--- src/rtl/imm_field_encoder_if.sv ---
// Request/result bus of the immediate-field encoder: request side, result side,
// and the address/error bookkeeping signals that travel with the results.
interface imm_field_encoder_if #(
    parameter int ADDR_W   = 64,
    parameter int ERRCNT_W = 8
);
    logic                InValid;
    logic                InReady;
    logic [31:0]         InBase;
    logic [63:0]         InImm;
    logic [1:0]          Ctrl;
    logic                OutValid;
    logic                OutReady;
    logic [31:0]         OutInsn;
    logic                OutErr;
    logic [ADDR_W-1:0]   OutAddr;
    logic                AddrLoad;
    logic [ADDR_W-1:0]   AddrIn;
    logic [ERRCNT_W-1:0] ErrCount;

    modport master (
        output InValid, InBase, InImm, Ctrl, OutReady, AddrLoad, AddrIn,
        input  InReady, OutValid, OutInsn, OutErr, OutAddr, ErrCount
    );

    modport slave (
        input  InValid, InBase, InImm, Ctrl, OutReady, AddrLoad, AddrIn,
        output InReady, OutValid, OutInsn, OutErr, OutAddr, ErrCount
    );
endinterface

--- src/rtl/imm_field_encoder.sv ---
// Packs a 64-bit immediate into the immediate field of a LEGv8 instruction word
// (I/D/B/CBZ formats) through a two-stage valid/ready pipeline.
module imm_field_encoder #(
    parameter int ADDR_W   = 64,
    parameter int ERRCNT_W = 8
) (
    input  logic                 CLK,
    input  logic                 ResetL,
    imm_field_encoder_if.slave   bus
);
    logic                s1_valid;
    logic [31:0]         s1_base;
    logic [63:0]         s1_imm;
    logic [1:0]          s1_ctrl;

    logic                s2_valid;
    logic [31:0]         s2_insn;
    logic                s2_err;

    logic [ADDR_W-1:0]   addr_cnt;
    logic [ERRCNT_W-1:0] err_cnt;

    logic                s2_adv;
    logic                s1_adv;
    logic                in_hs;
    logic                out_hs;

    logic [31:0]         field_mask;
    logic [31:0]         field_val;
    logic                legal;
    logic [31:0]         enc_insn;

    assign s2_adv = !s2_valid || bus.OutReady;
    assign s1_adv = s2_adv || !s1_valid;
    assign in_hs  = bus.InValid && bus.InReady;
    assign out_hs = s2_valid && bus.OutReady;

    assign bus.InReady  = !s1_valid || s2_adv;
    assign bus.OutValid = s2_valid;
    assign bus.OutInsn  = s2_insn;
    assign bus.OutErr   = s2_err;
    assign bus.OutAddr  = addr_cnt;
    assign bus.ErrCount = err_cnt;

    // Legal means the decode-side extender would reproduce s1_imm exactly from the field.
    always_comb begin
        field_mask = 32'h0;
        field_val  = 32'h0;
        legal      = 1'b0;
        case (s1_ctrl)
            2'b00: begin
                field_mask = 32'h003F_FC00;
                field_val  = {10'b0, s1_imm[11:0], 10'b0};
                legal      = ~|s1_imm[63:12];
            end
            2'b01: begin
                field_mask = 32'h001F_F000;
                field_val  = {11'b0, s1_imm[8:0], 12'b0};
                legal      = (&s1_imm[63:8]) || (~|s1_imm[63:8]);
            end
            2'b10: begin
                field_mask = 32'h03FF_FFFF;
                field_val  = {6'b0, s1_imm[27:2]};
                legal      = (s1_imm[1:0] == 2'b00) &&
                             ((&s1_imm[63:27]) || (~|s1_imm[63:27]));
            end
            default: begin
                field_mask = 32'h00FF_FFE0;
                field_val  = {8'b0, s1_imm[20:2], 5'b0};
                legal      = (s1_imm[1:0] == 2'b00) &&
                             ((&s1_imm[63:20]) || (~|s1_imm[63:20]));
            end
        endcase
        enc_insn = (s1_base & ~field_mask) | (legal ? field_val : 32'h0);
    end

    always_ff @(posedge CLK or negedge ResetL) begin
        if (!ResetL) begin
            s1_valid <= 1'b0;
            s1_base  <= 32'h0;
            s1_imm   <= 64'h0;
            s1_ctrl  <= 2'b00;
        end else if (s1_adv) begin
            s1_valid <= in_hs;
            if (in_hs) begin
                s1_base <= bus.InBase;
                s1_imm  <= bus.InImm;
                s1_ctrl <= bus.Ctrl;
            end
        end
    end

    // S2 only reloads when it advances, so outputs stay frozen under backpressure.
    always_ff @(posedge CLK or negedge ResetL) begin
        if (!ResetL) begin
            s2_valid <= 1'b0;
            s2_insn  <= 32'h0;
            s2_err   <= 1'b0;
        end else if (s2_adv) begin
            s2_valid <= s1_valid;
            if (s1_valid) begin
                s2_insn <= enc_insn;
                s2_err  <= !legal;
            end
        end
    end

    always_ff @(posedge CLK or negedge ResetL) begin
        if (!ResetL) begin
            addr_cnt <= '0;
        end else if (bus.AddrLoad) begin
            addr_cnt <= bus.AddrIn;
        end else if (out_hs) begin
            addr_cnt <= addr_cnt + ADDR_W'(4);
        end
    end

    always_ff @(posedge CLK or negedge ResetL) begin
        if (!ResetL) begin
            err_cnt <= '0;
        end else if (out_hs && s2_err && !(&err_cnt)) begin
            err_cnt <= err_cnt + 1'b1;
        end
    end
endmodule

--- src/flat_wrapper.sv ---
// flat-port wrapper written by rule: the top's interface ports become plain ports
module imm_field_encoder_flat 
#(
    parameter int ADDR_W   = 64,
    parameter int ERRCNT_W = 8
)
  (CLK, ResetL, bus_InValid, bus_InBase, bus_InImm, bus_Ctrl, bus_OutReady, bus_AddrLoad, bus_AddrIn, bus_InReady, bus_OutValid, bus_OutInsn, bus_OutErr, bus_OutAddr, bus_ErrCount);
  imm_field_encoder_if #(.ADDR_W(ADDR_W), .ERRCNT_W(ERRCNT_W)) bus_i ();
  input  logic CLK;
  input  logic ResetL;
  input wire logic [$bits(bus_i.InValid)-1:0] bus_InValid;
  input wire logic [$bits(bus_i.InBase)-1:0] bus_InBase;
  input wire logic [$bits(bus_i.InImm)-1:0] bus_InImm;
  input wire logic [$bits(bus_i.Ctrl)-1:0] bus_Ctrl;
  input wire logic [$bits(bus_i.OutReady)-1:0] bus_OutReady;
  input wire logic [$bits(bus_i.AddrLoad)-1:0] bus_AddrLoad;
  input wire logic [$bits(bus_i.AddrIn)-1:0] bus_AddrIn;
  output wire logic [$bits(bus_i.InReady)-1:0] bus_InReady;
  output wire logic [$bits(bus_i.OutValid)-1:0] bus_OutValid;
  output wire logic [$bits(bus_i.OutInsn)-1:0] bus_OutInsn;
  output wire logic [$bits(bus_i.OutErr)-1:0] bus_OutErr;
  output wire logic [$bits(bus_i.OutAddr)-1:0] bus_OutAddr;
  output wire logic [$bits(bus_i.ErrCount)-1:0] bus_ErrCount;
  assign bus_i.InValid = bus_InValid;
  assign bus_i.InBase = bus_InBase;
  assign bus_i.InImm = bus_InImm;
  assign bus_i.Ctrl = bus_Ctrl;
  assign bus_i.OutReady = bus_OutReady;
  assign bus_i.AddrLoad = bus_AddrLoad;
  assign bus_i.AddrIn = bus_AddrIn;
  assign bus_InReady = bus_i.InReady;
  assign bus_OutValid = bus_i.OutValid;
  assign bus_OutInsn = bus_i.OutInsn;
  assign bus_OutErr = bus_i.OutErr;
  assign bus_OutAddr = bus_i.OutAddr;
  assign bus_ErrCount = bus_i.ErrCount;
  imm_field_encoder #(.ADDR_W(ADDR_W), .ERRCNT_W(ERRCNT_W)) u_core (.CLK(CLK), .ResetL(ResetL), .bus(bus_i));
endmodule
--- config.mk ---
export PLATFORM = sky130hd
export DESIGN_NAME = imm_field_encoder_flat
export DESIGN_NICKNAME = d
export VERILOG_FILES = /design/src/rtl/imm_field_encoder_if.sv /design/src/rtl/imm_field_encoder.sv /design/src/flat_wrapper.sv
export SDC_FILE = /design/constraint.sdc
export NUM_CORES = 1
export LEC_CHECK = 0
export ABC_AREA = 1
export ABC_CLOCK_PERIOD_IN_PS = 1600
export BUFFER_PORTS_ARGS = -buffer_cell sky130_fd_sc_hd__buf_4
export CAP_MARGIN = 20
export CORE_ASPECT_RATIO = 1.5
export CORE_MARGIN = 5
export CORE_UTILIZATION = 50
export CTS_BUF_LIST = sky130_fd_sc_hd__clkbuf_8
export CTS_CLUSTER_DIAMETER = 200
export DETAILED_ROUTE_END_ITERATION = 16
export GPL_TIMING_DRIVEN = 0
export HOLD_SLACK_MARGIN = 0.05
export PLACE_DENSITY = 0.79
export SLEW_MARGIN = 20
export SYNTH_ARGS = -nofsm -noshare
export SYNTH_HDL_FRONTEND = slang
export SYNTH_SLANG_ARGS = --single-unit
--- constraint.sdc ---
create_clock -name CLK -period 1.6 [get_ports CLK]
set_input_delay 0.32 -clock CLK [delete_from_list [all_inputs] [get_ports CLK]]
set_output_delay 0.32 -clock CLK [all_outputs]
set_load 0.005 [all_outputs]
==> results of run 1 <==
==> worst max-delay path, cell delays in order, from the launching register on <==
cell	delay, ns
sky130_fd_sc_hd__dfrtp_2	0.46
sky130_fd_sc_hd__nor2_2	0.16
sky130_fd_sc_hd__nand2_1	0.14
sky130_fd_sc_hd__nor2_1	0.17
sky130_fd_sc_hd__nand2_1	0.08
sky130_fd_sc_hd__nor2_1	0.11
sky130_fd_sc_hd__nand2_1	0.10
sky130_fd_sc_hd__nand3_1	0.09
sky130_fd_sc_hd__nand3_2	0.08
sky130_fd_sc_hd__nand2_4	0.16
sky130_fd_sc_hd__nand2_8	0.09
sky130_fd_sc_hd__buf_8	0.14
sky130_fd_sc_hd__o21a_1	0.10
==> worst paths after layout <==
path | start | depth (start not counted) | end | slack (ns)
worst max-delay path | u_core.s1_imm[52]$_DFFE_PN0P_ | 12 | u_core.bus.OutErr$_DFFE_PN0P_ | -0.39
worst min register to register | u_core.bus.OutInsn[31]$_DFFE_PN0P_ | 2 | u_core.bus.OutInsn[31]$_DFFE_PN0P_ | 0.49
max in group asynchronous | ResetL | 4 | u_core.s1_imm[24]$_DFFE_PN0P_ | 0.21
worst max register to register | u_core.s1_imm[52]$_DFFE_PN0P_ | 12 | u_core.bus.OutErr$_DFFE_PN0P_ | -0.39
worst min-delay path | bus_InImm[15] | 2 | u_core.s1_imm[15]$_DFFE_PN0P_ | 0.05
min in group asynchronous | ResetL | 2 | u_core.bus.OutAddr[36]$_DFFE_PN0N_ | 0.30
==> synth_stat cells (all sizes together) <==
cell / count / share of area
xor2: 30 / 0.024
nand3: 68 / 0.033
a21oi: 60 / 0.028
nor2: 218 / 0.081
o22ai: 13 / 0.0075
and2: 1 / 0.00057
o311ai: 2 / 0.0016
inv: 120 / 0.041
nand4: 40 / 0.023
ha: 2 / 0.0023
o21bai: 4 / 0.0028
nand2: 343 / 0.12
mux2: 66 / 0.068
a22o: 4 / 0.0032
o211ai: 22 / 0.016
a41oi: 1 / 0.00080
nor3: 38 / 0.021
o21ai: 61 / 0.028
clkinv: 3 / 0.0010
a31oi: 1 / 0.00057
a221oi: 6 / 0.0048
xnor2: 11 / 0.0088
buf: 19 / 0.0087
dfrtp: 196 / 0.45
o21a: 1 / 0.00069
nor4: 3 / 0.0023
or2: 1 / 0.00057
o221ai: 13 / 0.010
nand3b: 4 / 0.0028
clkbuf: 23 / 0.0079
==> cell type report <==
class                      instances  area (um2)  area share
multi-input combinational       1013        6790       0.384
sequential                       196        4970       0.282
timing repair buffer             502        4320       0.244
inverter                         123         515      0.0292
tap                              272         340      0.0193
buffer                            42         285      0.0162
clock buffer                      19         262      0.0148
clock inverter                    13         178      0.0101
timing repair inverter             1        3.75    0.000213
==> logic make-up after synthesis <==
kind of cell,count (synthesis)
flip-flops,196
adder cells (fa/ha/maj),2
XOR/XNOR,41
multiplexers,66
AO/OA/AOI/OAI,188
buffers and inverters,165
AND/OR/NAND/NOR,716
==> per-layer routing <==
metal	track usage	vias to the layer above
met4	0.288	0
met1	0.377	6256
met5	0	-
met3	0.0612	326
met2	0.660	942
li1	-	5610
==> registers in the layout, summed over array words and instances (netlist names), 2 cells and up <==
register	cells
u_core.bus.ErrCount	8
u_core.bus.OutAddr	64
u_core.s1_base	23
u_core.bus.OutInsn	32
u_core.s1_imm	64
u_core.s1_ctrl	2
==> power groups by stage <==
stage,Clock [mW],Sequential [mW],Combinational (mW)
floorplan,0,6.66,2.05
global placement,0,6.93,3.90
detailed placement,0,6.96,4.02
CTS,3.59,6.83,4.92
global route,3.85,7.09,6.19
finish,3.64,7.03,5.84
==> timing repair <==
action	4_1_cts	5_1_grt
setup buffers	88	69
cloned	2	1
gates resized for setup	284	272
setup endpoints to repair	181	186
hold buffers	80	5
pin swaps	39	103
endpoints found under the hold margin	154	5
==> per-stage QoR <==
step           setup TNS [ns]  power (mW)
2_1_floorplan          -0.326        8.71
3_3_place_gp          -274.72        10.8
3_5_place_dp           -62.42        11.0
4_1_cts                 -9.17        15.3
5_1_grt                -27.16        17.1
6_report               -22.23        16.5
==> impl_metrics.sql, run 1 <==
INSERT INTO impl_metrics (metric_group, metric, value, unit) VALUES
('power', 'static-leakage-power', '8.27', 'nW'),
('synth', 'yosys_warning_total', '0', ''),
('placement', 'preCtsSetupSlack', '-0.720', 'ns'),
('sta', 'finalCriticalPeriod', '1.99', 'ns'),
('drt', 'drt_first_iter_violations', '1153', ''),
('synth', 'synth_top_family_by_area', 'simple AND/OR/NAND/NOR gates', ''),
('drt', 'drc_errors', '0', ''),
('worst_hold_path', 'hold_path.class', 'in2reg', ''),
('critical_path', 'worstSetupStartpointType', 'register', ''),
('cts', 'tritoncts_num_sinks', '196', ''),
('critical_path', 'crit_path_max_fanout', '7', ''),
('drt', 'met1Wirelength', '16600', 'um'),
('finish', 'fillCellCount', '1339', ''),
('sta', 'relSlewSlack', '0.447', ''),
('cts', 'cts_tree', 'done', ''),
('synth', 'synth_adder_area_share', '0.00229', ''),
('synth', 'synth_simple_gate_area_share', '0.285', ''),
('synth', 'synth-compound-area-share', '0.103', ''),
('power', 'share_comb_of_total_power', '0.354', ''),
('drt', 'detailroute.via_count', '13100', ''),
('global_route', 'total_track_usage', '0.372', ''),
('sta', 'ratio_of_final_minimum_period_to_clock_period', '1.24', ''),
('cts', 'cts_buf_count', '17', ''),
('drt', 'detail_route.vias_per_cell', '6.02', ''),
('run', 'timing.max_cap.violations', '0', ''),
('status', 'run_status', 'finished, violations left', ''),
('drt', 'met3RoutedLength', '4680', 'um'),
('placement', 'place.port_buffers', '263', ''),
('synth', 'synth.yosys.seq_area_share', '0.449', ''),
('sta', 'fin_worst_hold_slack', '0.0466', 'ns'),
('sta', 'max_slew_violations', '0', ''),
('cts', 'htree_levels', '4', ''),
('drt', 'topRoutingLayerUsed', 'met4', ''),
('synth', 'synth.area.mux_share', '0.0681', ''),
('synth', 'post_synth_inst_count', '1374', ''),
('power', 'power_switching_share', '0.375', ''),
('drt', 'route.final.wire_length', '53000', 'um'),
('floorplan', 'std_cell_rows', '66', ''),
('sta', 'hold_violations_final', '0', ''),
('sta', 'clock_skew', '0.0276', 'ns'),
('synth', 'ys_types', '45', ''),
('finish', 'fin_util', '0.816', ''),
('synth', 'netlist_area', '0.0109', 'mm2'),
('finish', 'finalNonFillerCells', '2181', ''),
('critical_path', 'worstSetupEndpointType', 'register', ''),
('sta', 'postLayoutSetupSlackWorst', '-0.386', 'ns'),
('sta', 'fmax', '504', 'MHz'),
('status', 'violations', 'negative setup slack', ''),
('global_route', 'grt_pass1_wl', '69100', 'um'),
('finish', 'layout_common_cells', 'sky130_fd_sc_hd__buf_4 (355), sky130_fd_sc_hd__nand2_1 (262), sky130_fd_sc_hd__nor2_1 (145), sky130_fd_sc_hd__dfrtp_1 (142), sky130_fd_sc_hd__inv_1 (91)', ''),
('drt', 'firstDrtPassIters', '6', ''),
('drt', 'route.antenna.remaining_nets', '0', ''),
('critical_path', 'worst-endpoint-arrival', '2.39', 'ns'),
('floorplan', 'fp.dieArea', '0.0249', 'mm2'),
('cts', 'ctsRootBufferMaster', 'sky130_fd_sc_hd__clkbuf_8', ''),
('floorplan', 'core_region_area', '0.0216', 'mm2'),
('finish', 'final_net_count', '2065', ''),
('global_route', 'grt_antenna_before_repair', '0', ''),
('placement', 'dp.cells', '1911', ''),
('placement', 'dp_hpwl', '34100', 'um'),
('cts', 'clk_path_buf_depth', '2', ''),
('sta', 'setup_viol', '97', ''),
('cts', 'clk_pin_slew', '0.10', 'ns'),
('floorplan', 'die_y', '191', 'um'),
('critical_path', 'worst_ep_required_time', '2.01', 'ns'),
('power', 'peakVddDrop', '0.914', 'mV'),
('finish', 'final_area', '0.0177', 'mm2'),
('power', 'fraction_of_power_consumed_by_the_clock_network', '0.220', ''),
('synth', 'synth_nets', '1543', ''),
('sta', 'rsz0062_at_grt', 'yes', ''),
('global_route', 'pin_count_of_the_biggest_net_entering_global_routing', '77', '');
No activity file was read; power rests on OpenSTA's default activity.
==> run 2: changes to the inputs <==
--- a/config.mk
+++ b/config.mk
@@ -6,18 +6,18 @@
 export NUM_CORES = 1
 export LEC_CHECK = 0
 export ABC_AREA = 1
-export ABC_CLOCK_PERIOD_IN_PS = 1600
+export ABC_CLOCK_PERIOD_IN_PS = 2500
 export BUFFER_PORTS_ARGS = -buffer_cell sky130_fd_sc_hd__buf_4
 export CAP_MARGIN = 20
 export CORE_ASPECT_RATIO = 1.5
 export CORE_MARGIN = 5
-export CORE_UTILIZATION = 50
+export CORE_UTILIZATION = 52
 export CTS_BUF_LIST = sky130_fd_sc_hd__clkbuf_8
 export CTS_CLUSTER_DIAMETER = 200
 export DETAILED_ROUTE_END_ITERATION = 16
 export GPL_TIMING_DRIVEN = 0
 export HOLD_SLACK_MARGIN = 0.05
-export PLACE_DENSITY = 0.79
+export PLACE_DENSITY = 0.78
 export SLEW_MARGIN = 20
 export SYNTH_ARGS = -nofsm -noshare
 export SYNTH_HDL_FRONTEND = slang
==> constraint.sdc (replaced) <==
create_clock -name CLK -period 2.5 [get_ports CLK]
set_input_delay 0.5 -clock CLK [delete_from_list [all_inputs] [get_ports CLK]]
set_output_delay 0.5 -clock CLK [all_outputs]
set_load 0.005 [all_outputs]
==> run 2 against run 1 <==
Compared with the run above: sequential power fell by 37%; non-clock buffer count fell by 236; the run now ends clean; global-route usage fell by 2.4 points; via count fell by 15%; clock skew fell by 0.0089 ns; die area fell by 3.6%; first-iteration DRC count fell by 31%; total power fell by 45%; maximum frequency fell by 18%; critical path depth fell by 2; register-to-register slack improved by 0.45 ns.
==> impl_metrics.sql, run 2 (synthesis gave the netlist of run 1 again) <==
INSERT INTO impl_metrics (metric_group, metric, value, unit) VALUES
('critical_path', 'cpLargestDelayFamily', 'simple AND/OR/NAND/NOR gates', ''),
('critical_path', 'worstSetupEndpointType', 'register', ''),
('critical_path', 'crit_path_max_fanout', '9', ''),
('global_route', 'total_track_usage', '0.347', ''),
('global_route', 'grt_pass1_wl', '63200', 'um'),
('finish', 'area_growth_syn_to_layout', '25.3', '%'),
('floorplan', 'die_y', '187', 'um'),
('critical_path', 'timing.setup.critical_path_class', 'reg2reg', ''),
('finish', 'layout_common_cells', 'sky130_fd_sc_hd__nand2_1 (335), sky130_fd_sc_hd__buf_4 (262), sky130_fd_sc_hd__nor2_1 (209), sky130_fd_sc_hd__dfrtp_1 (196), sky130_fd_sc_hd__inv_1 (117)', ''),
('critical_path', 'regToRegEndpoint', 'u_core.bus.OutAddr[58]$_DFFE_PN0N_', ''),
('cts', 'ctsRootBufferMaster', 'sky130_fd_sc_hd__clkbuf_8', ''),
('run', 'timing.max_cap.violations', '0', ''),
('cts', 'clk_pin_slew', '0.11', 'ns'),
('finish', 'fin_util', '0.654', ''),
('critical_path', 'crit_end', 'u_core.bus.OutAddr[58]$_DFFE_PN0N_', ''),
('drt', 'detailroute.via_count', '11100', ''),
('cts', 'cts_buf_count', '17', ''),
('global_route', 'grt_antenna_before_repair', '1', ''),
('finish', 'multiInputGateArea', '0.00537', 'mm2'),
('sta', 'ratio_of_final_minimum_period_to_clock_period', '0.974', ''),
('power', 'power.density_cell_area', '660', 'mW/mm2'),
('drt', 'route.final.wire_length', '41800', 'um'),
('drt', 'detail_route.vias_per_cell', '5.73', ''),
('critical_path', 'reg2regPathDepth', '10', ''),
('sta', 'fmax', '411', 'MHz'),
('critical_path', 'worst_ep_required_time', '2.95', 'ns'),
('critical_path', 'worstSetupStartpointType', 'register', ''),
('finish', 'final_layout_size_suffix_gt1_frac', '0.244', ''),
('critical_path', 'cp_cell_sequence', 'ha_1, nand2_2, inv_2, nand3_2, nor2_2, nand2_1, nor4_2, xor2_1, nand2_1, nand2_1', ''),
('finish', 'final_net_count', '1828', ''),
('placement', 'preCtsSetupSlack', '0.00845', 'ns'),
('critical_path', 'cpPeakStageDelay', '0.61', 'ns'),
('sta', 'max_slew_violations', '0', ''),
('sta', 'setup_viol', '0', ''),
('floorplan', 'floorplan.die.width', '128', 'um'),
('floorplan', 'std_cell_rows', '65', ''),
('floorplan', 'start_util', '0.522', ''),
('critical_path', 'setup.worst_path.start', 'u_core.bus.OutAddr[2]$_DFFE_PN0N_', ''),
('cts', 'clock_insertion_delay_worst_skew', '0.50', 'ns'),
('sta', 'clock_skew', '0.0187', 'ns'),
('drt', 'post_drt_wl_per_cell', '21.6', 'um'),
('sta', 'worstMarginPinSlew', '0.797', 'ns'),
('critical_path', 'worst-endpoint-arrival', '2.89', 'ns'),
('status', 'run_status', 'finished, final reports clean', ''),
('drt', 'drt_first_iter_violations', '799', ''),
('cts', 'cts_tree', 'done', ''),
('sta', 'hold_violations_final', '0', ''),
('cts', 'clk_path_buf_depth', '2', ''),
('placement', 'finalWeightedCongestion', '1.06', ''),
('sta', 'finalCriticalPeriod', '2.43', 'ns'),
('drt', 'drc_errors', '0', ''),
('drt', 'firstDrtPassIters', '6', ''),
('power', 'static-leakage-power', '6.37', 'nW'),
('worst_hold_path', 'hold_path.class', 'in2reg', ''),
('finish', 'final_area', '0.0137', 'mm2'),
('sta', 'postLayoutSetupSlackWorst', '0.0660', 'ns'),
('global_route', 'pin_count_of_the_biggest_net_entering_global_routing', '100', ''),
('global_route', 'vias_in_the_first_global_route', '11400', ''),
('floorplan', 'fp.dieArea', '0.0240', 'mm2'),
('placement', 'placed_cell_area', '0.0133', 'mm2'),
('sta', 'relSlewSlack', '0.468', ''),
('cts', 'htree_levels', '4', ''),
('finish', 'fillCellCount', '1867', ''),
('floorplan', 'core_region_area', '0.0209', 'mm2'),
('critical_path', 'timing.reg2reg.setup_slack', '0.07', 'ns'),
('critical_path', 'crit_cells', '10', ''),
('power', 'peakVddDrop', '0.563', 'mV'),
('critical_path', 'regToRegStartpoint', 'u_core.bus.OutAddr[2]$_DFFE_PN0N_', ''),
('critical_path', 'cp.buffers_inverters', '1', ''),
('placement', 'place.port_buffers', '263', ''),
('floorplan', 'ioPinCount', '274', ''),
('critical_path', 'most_used_cell_along_the_critical_path', 'sky130_fd_sc_hd__nand2_1', ''),
('global_route', 'grt-ovfl-total', '0', ''),
('sta', 'fin_setup_tns', '0', 'ns'),
('finish', 'layout.cells.most_common', 'sky130_fd_sc_hd__nand2_1', ''),
('cts', 'tritoncts_num_sinks', '196', ''),
('drt', 'route.antenna.remaining_nets', '0', ''),
('placement', 'dp_hpwl', '33800', 'um'),
('sta', 'rsz0062_at_grt', 'no', ''),
('finish', 'sequential_standard_cell_area', '0.00490', 'mm2'),
('critical_path', 'critical_path.slowest_cell', 'sky130_fd_sc_hd__dfrtp_1', '');
[run 2: metal layers]
layer / global-route usage / wire length, um / part of all wire / vias up
met5: 0 / 0 / 0 / -
met4: 0.250 / 3540 / 0.085 / 0
met3: 0.0631 / 2900 / 0.069 / 169
met2: 0.619 / 21500 / 0.51 / 603
met1: 0.356 / 13900 / 0.33 / 5213
li1: - / - / - / 5127
[run 2: timing repair]
item | in CTS | in global routing
hold buffers | 1 | 0
endpoints found under the hold margin | 3 | 0
resized for setup | 1 | 0
setup endpoints to repair | 1 | 0
setup buffers | 0 | 0
[run 2: per-stage QoR]
stage	std cells	hold slack [ns]	total power [mW]
floorplan	1374	0.204	5.57
global placement	1905	0.448	6.93
detailed placement	1907	0.296	7.03
CTS	1939	0.178	9.02
global route	1940	0.193	9.48
finish	1940	0.200	9.03
[run 2: worst min-delay path, cell delays in order]
cell and delay, ns:
sky130_fd_sc_hd__buf_4 0.08, sky130_fd_sc_hd__nand2_1 0.04, sky130_fd_sc_hd__nand2_1 0.06
[run 2: where the power goes]
| part | internal [mW] | total [mW] | leakage (nW) | switching, mW |
|---|---|---|---|---|
| combinational | 1.21 | 2.59 | 3.85 | 1.38 |
| clock | 0.839 | 2.03 | 0.194 | 1.19 |
| sequential | 3.72 | 4.41 | 2.32 | 0.687 |
| total | 5.77 | 9.03 | 6.37 | 3.25 |
[run 2: how the worst min path moves through the flow]
stage	from	to	slack (ns)	cells after the start
2_1_floorplan	ResetL	u_core.bus.ErrCount[0]$_DFFE_PN0P_	0.20	0
3_3_place_gp	u_core.s1_base[31]$_DFFE_PN0P_	u_core.bus.OutInsn[31]$_DFFE_PN0P_	0.45	2
3_5_place_dp	ResetL	u_core.bus.OutAddr[34]$_DFFE_PN0N_	0.30	1
4_1_cts	bus_AddrIn[0]	u_core.bus.OutAddr[0]$_DFFE_PN0P_	0.18	3
5_1_grt	bus_AddrIn[54]	u_core.bus.OutAddr[54]$_DFFE_PN0N_	0.19	3
6_report	bus_AddrIn[0]	u_core.bus.OutAddr[0]$_DFFE_PN0P_	0.20	3
[run 2: layout make-up]
| type | instances | area share |
|---|---|---|
| multi-input combinational | 1013 | 0.393 |
| antenna | 1 | 0.000183 |
| timing repair buffer | 266 | 0.150 |
| clock inverter | 12 | 0.00787 |
| inverter | 123 | 0.0338 |
| tap | 268 | 0.0245 |
| clock buffer | 19 | 0.0191 |
| buffer | 42 | 0.0133 |
| sequential | 196 | 0.359 |
